[config.mk]
export PLATFORM = sky130hd
export DESIGN_NAME = instr_fetch
export DESIGN_NICKNAME = d
export VERILOG_FILES = /design/src/rtl/instr_fetch_pkg.sv /design/src/rtl/instr_fetch.sv
export SDC_FILE = /design/constraint.sdc
export NUM_CORES = 1
export LEC_CHECK = 0
export CORE_MARGIN = 3
export CORE_UTILIZATION = 37
export DETAILED_ROUTE_END_ITERATION = 8
export PLACE_DENSITY = 0.77
export RECOVER_POWER = 100
export SLEW_MARGIN = 30
export SYNTH_ARGS = -nofsm -noshare
export SYNTH_HDL_FRONTEND = slang
export SYNTH_SLANG_ARGS = --single-unit
[constraint.sdc]
create_clock -name clk -period 1.9 [get_ports clk]
set_clock_uncertainty 0.2 [all_clocks]
set_input_delay 0.38 -clock clk [delete_from_list [all_inputs] [get_ports clk]]
set_output_delay 0.38 -clock clk [all_outputs]
set_load 0.005 [all_outputs]
[src/rtl/instr_fetch_pkg.sv]
// Shared types and constants for the instruction fetch stage.
package instr_fetch_pkg;

  localparam int ADDR_W_DEF  = 5;
  localparam int INSTR_W_DEF = 8;

  // Sequential PC advance applied after every fetched word.
  localparam int PC_STEP = 1;

  typedef enum logic [2:0] {
    S_IDLE,
    S_FETCH,
    S_WAIT,
    S_OUT,
    S_HALT
  } fetch_state_t;

endpackage

[src/rtl/instr_fetch.sv]
// Instruction fetch stage: reads one word per PC value from a synchronous
// instruction memory, hands it to the decoder over valid/ready, and steers
// the PC by +1 or by a relative branch offset. Halts once the PC wraps.
module instr_fetch
  import instr_fetch_pkg::*;
#(
  parameter int ADDR_W  = ADDR_W_DEF,
  parameter int INSTR_W = INSTR_W_DEF
) (
  input  logic               clk,
  input  logic               rst,
  input  logic               run,
  input  logic [ADDR_W-1:0]  pc_val,
  input  logic               pc_max_reached,
  output logic               pc_inc,
  output logic [ADDR_W-1:0]  pc_inc_val,
  output logic               imem_rd_en,
  output logic [ADDR_W-1:0]  imem_addr,
  input  logic [INSTR_W-1:0] imem_rdata,
  output logic               instr_valid,
  input  logic               instr_ready,
  output logic [INSTR_W-1:0] instr_data,
  output logic [ADDR_W-1:0]  instr_pc,
  input  logic               branch_req,
  input  logic [ADDR_W-1:0]  branch_off,
  output logic               halted
);

  fetch_state_t       state_q, state_d;
  logic [ADDR_W-1:0]  addr_q, addr_d;
  logic [INSTR_W-1:0] data_q, data_d;
  logic [ADDR_W-1:0]  ipc_q, ipc_d;

  // State and captured instruction registers; reset drops any pending word.
  always_ff @(posedge clk) begin
    if (rst) begin
      state_q <= S_IDLE;
      addr_q  <= '0;
      data_q  <= '0;
      ipc_q   <= '0;
    end else begin
      state_q <= state_d;
      addr_q  <= addr_d;
      data_q  <= data_d;
      ipc_q   <= ipc_d;
    end
  end

  // Next-state and strobe decode; every strobe is driven only from its state.
  always_comb begin
    state_d     = state_q;
    addr_d      = addr_q;
    data_d      = data_q;
    ipc_d       = ipc_q;
    pc_inc      = 1'b0;
    pc_inc_val  = '0;
    imem_rd_en  = 1'b0;
    imem_addr   = '0;
    instr_valid = 1'b0;
    halted      = 1'b0;

    case (state_q)
      S_IDLE: begin
        if (run) state_d = S_FETCH;
      end

      S_FETCH: begin
        // A set wrap flag means the previous word was the last one.
        if (pc_max_reached) begin
          state_d = S_HALT;
        end else begin
          imem_rd_en = 1'b1;
          imem_addr  = pc_val;
          addr_d     = pc_val;
          state_d    = S_WAIT;
        end
      end

      S_WAIT: begin
        // Memory data is valid now; advance the PC past this word.
        data_d     = imem_rdata;
        ipc_d      = addr_q;
        pc_inc     = 1'b1;
        pc_inc_val = ADDR_W'(PC_STEP);
        state_d    = S_OUT;
      end

      S_OUT: begin
        instr_valid = 1'b1;
        // A branch wins over ready: the word is dropped without handshake
        // and the PC (already past this word) is moved by the offset.
        if (branch_req) begin
          pc_inc     = 1'b1;
          pc_inc_val = branch_off;
          state_d    = S_FETCH;
        end else if (instr_ready) begin
          state_d = run ? S_FETCH : S_IDLE;
        end
      end

      S_HALT: begin
        halted = 1'b1;
      end

      default: begin
        state_d = S_IDLE;
      end
    endcase

    instr_data = data_q;
    instr_pc   = ipc_q;
  end

endmodule

==> summary by stage <==
Status
The run finished, with violations left. The checks that failed: setup timing.

Final layout
Counting the fill cells in the layout gives 168. The fraction of final layout cells sized beyond drive strength 1 is 0.335. The layout-stage area growth over the synthesis result is 84.5%.

The non-filler instance count after layout is 210. The utilization after layout is 0.741. At the end of the flow, the number of nets in the layout was 207. The number of antenna cells inserted is 0.

Global route
The global-route wire length before repair is about 4800 um. The pin count of the biggest net entering global routing is 21. For this run the aggregate overflow at the end of global routing stands at 0. The global-route total usage across every layer is 0.192. The number of antenna violations at the first check in global routing is 0. The number of global-route vias before repair is about 1,000.

Routing
The total detailed-routing wirelength is about 2900 um. For this run, the detailed router's first-pass iteration total came to 4. After detailed routing, the number of vias per cell comes to 4.82.

The count of nets left with antenna violations once routing finished came out at 0. In the routed design, unresolved DRC markers number 0. Detailed routing inserted a total of 1,012 vias. The post-detailed-route wirelength per cell is 13.6 um. In this run, the number of DRC markers left after iteration 0 of detailed routing was 21.

Timing
Setup violations remaining at the end of the flow were counted as 11. The maximum clock frequency is 487 MHz. The worst hold margin is 0.262 ns.

Dividing the final minimum period by the clock period gives 1.08. The smallest clock period supported by the final layout is computed as 2.05 ns. The final number of hold-violating endpoints was 0. The final-report max-slew violation count is 0. The remaining max-slew budget at the tightest pin is 0.790. Across all setup checks in the final design, the least slack found is -0.154 ns. Setup repair after global routing could not meet its margin everywhere. At the pin with the least slew margin, the transition time is approximately 0.31 ns.

Yosys
The netlist uses 22 different library cells. The total number of yosys warnings is 0. The synthesized netlist net count is 131. After synthesis the cells add up to 922 um^2. The mean instance size in the synthesized netlist is 8.62 um^2. The post-synthesis cell count is 107. The number of flip-flops and latches in the synthesized netlist is 21. For this run, the register share of the synthesized area comes to 0.456.

Critical path
In this run the critical register-to-register path is captured at state_q[1]. The required time reported for the critical path endpoint is ~1.3 ns. STA classifies the critical path endpoint as a primary output.

The category of the most critical setup path is primary input to primary output. STA puts the critical path data arrival time at 1.47 ns. In this run the critical register-to-register path is launched from state_q[0]. The path depth of the worst reg2reg path is 7. The worst setup path is launched from a primary input. Tracing the worst setup path back leads to its startpoint at pc_max_reached. Of all nets on the critical path, the largest fanout is 3. The timing endpoint of the critical path is imem_addr[4]. The register-to-register path setup slack is 0.15 ns.

CTS
At the later pin of the worst-skew pair, clock insertion delay measures 0.31 ns. In this run the number of H-tree levels came out at 1. The clock tree from TritonCTS is done.

Clock tree synthesis inserted a total of 3 buffers. Clock tree synthesis found a total of 21 sinks. The maximum buffer depth of the clock tree is 2. The CTS root buffer is clkbuf_4.

The clock edge transition at the registers on the reported setup and hold paths is 0.10 ns. For this design, the CTS-stage hold fixing added 0 buffers.

Power and ir drop
Of the total power, registers draw 0.530. The clock share of power is 0.246. The switching power summed over all nets is approximately 210 uW. The combinational share of power is 0.223. The total power after layout is between 800 and 900 uW. The cell internal power dissipation is 652 uW. For this design the ratio of total power to cell area is 508 mW/mm^2. Of the total power, the share spent switching nets is 0.245. The reported leakage power is 0.000691 uW. IR analysis of the VDD net gives a maximum drop of 573 uV.

Flow run
Across the run, the number of max-cap violations was 0.

Floorplanning
The vertical extent of the die is 55.9 um. The count of pins on the block boundary is 51. The horizontal die dimension is approximately 56 um. The region available for standard cell placement spans 0.00230 mm^2. The initial standard-cell utilization of the core is 0.401. The die area is 0.00313 mm^2. The floorplan has 17 rows.

Place
Counting tap cells, the placed design contains a total of just under 200 instances. The HPWL after detailed placement is 2080 um. At the end of routability-driven placement, the weighted congestion stood at 0.826. OpenSTA, run right after detailed placement, puts the worst setup slack at -0.580 ns. The number of I/O port buffers is 50.

Worst hold path
The worst min-delay path class is flip-flop to flip-flop.
==> repair_timing <==
action | 4_1_cts | 5_1_grt
resized for setup | 79 | 3
setup buffers | 9 | 1
endpoints found under the setup margin | 14 | 14
hold endpoints to repair | 0 | 0
pin swaps | 7 | 2
==> power by group through the flow <==
stage,Sequential (uW),Clock [uW],Combinational [uW]
4_1_cts,458,221,186
5_1_grt,460,248,205
3_5_place_dp,471,0,159
3_3_place_gp,469,0,155
6_report,458,213,193
2_1_floorplan,471,0,51.2
==> worst min path at each step <==
| stage | start | to | depth (start not counted) |
|---|---|---|---|
| after floorplan | addr_q[0] | instr_pc[0] | 2 |
| after global placement | addr_q[4] | instr_pc[4] | 2 |
| after detailed placement | addr_q[4] | instr_pc[4] | 2 |
| after CTS | instr_pc[4] | instr_pc[4] | 2 |
| after global routing | addr_q[4] | instr_pc[4] | 2 |
| final | instr_pc[3] | instr_pc[3] | 2 |
==> logic make-up after synthesis <==
group           share of synthesized area
buf+inv                            0.0570
mux                                0.0543
simple gates                        0.316
flops                               0.456
compound gates                      0.117
==> metal layers <==
| layer | track usage | wire length (um) | share of wire |
|---|---|---|---|
| met5 | 0 | 0 | 0 |
| met2 | 0.367 | 1560 | 0.54 |
| met4 | 0.0678 | 89 | 0.031 |
| met1 | 0.206 | 1080 | 0.38 |
| met3 | 0.0394 | 129 | 0.045 |
==> final cells by class <==
class / count / area (um^2) / share of cell area
Multi-Input combinational cell: 78 / 498 / 0.293
Clock buffer: 3 / 22.5 / 0.0132
Clock inverter: 1 / 5.00 / 0.00294
Inverter: 2 / 7.51 / 0.00441
Timing Repair Buffer: 77 / 702 / 0.413
Sequential cell: 21 / 432 / 0.254
Tap cell: 28 / 35.0 / 0.0206
==> cell usage after synthesis (all sizes together) <==
| cell | count | area [um^2] |
|---|---|---|
| and3 | 1 | 6.26 |
| a311oi | 1 | 8.76 |
| a2111oi | 1 | 8.76 |
| a211oi | 1 | 7.51 |
| and2 | 10 | 62.6 |
| o21a | 1 | 7.51 |
| and2b | 1 | 7.51 |
| a21oi | 15 | 75.1 |
| mux2i | 5 | 50.1 |
| nor2 | 6 | 22.5 |
| or3b | 1 | 11.3 |
| inv | 2 | 7.51 |
| nor3b | 2 | 26.3 |
| buf | 4 | 37.5 |
| nor2b | 3 | 18.8 |
| nor4b | 1 | 23.8 |
| dfxtp | 21 | 420 |
| nor3 | 3 | 15.0 |
| clkbuf | 2 | 7.51 |
| nand2 | 26 | 97.6 |
==> worst max-delay path, stage by stage <==
cell           delay, ns
dlygate4sd2_1       0.27
nor4b_4             0.27
buf_4               0.16
buf_12              0.10
buf_12              0.09
and2_4              0.12
buf_6               0.08
==> cell usage in the layout, fill, tap and decap left out, drive strengths merged, types with 3 or more instances in the layout <==
master and count:
nor2 6, nand2 26, buf 39, clkdlybuf4s50 34
clkbuf 3, and2 10, mux2i 5, dfxtp 21
nor3 3, nor2b 3, a21oi 15
==> sequential cells by signal, summed over array words and instances (netlist names) <==
name and count:
addr_q 5, instr_data 8, instr_pc 5, state_q 3
==> through the flow <==
step | cell area (um^2) | TNS [ns]
2_1_floorplan | 922 | 0
3_3_place_gp | 1560 | -5.99
3_5_place_dp | 1560 | -6.49
4_1_cts | 1680 | -0.990
5_1_grt | 1700 | -1.79
6_report | 1700 | -0.931
(Power assumes the default switching activity.)
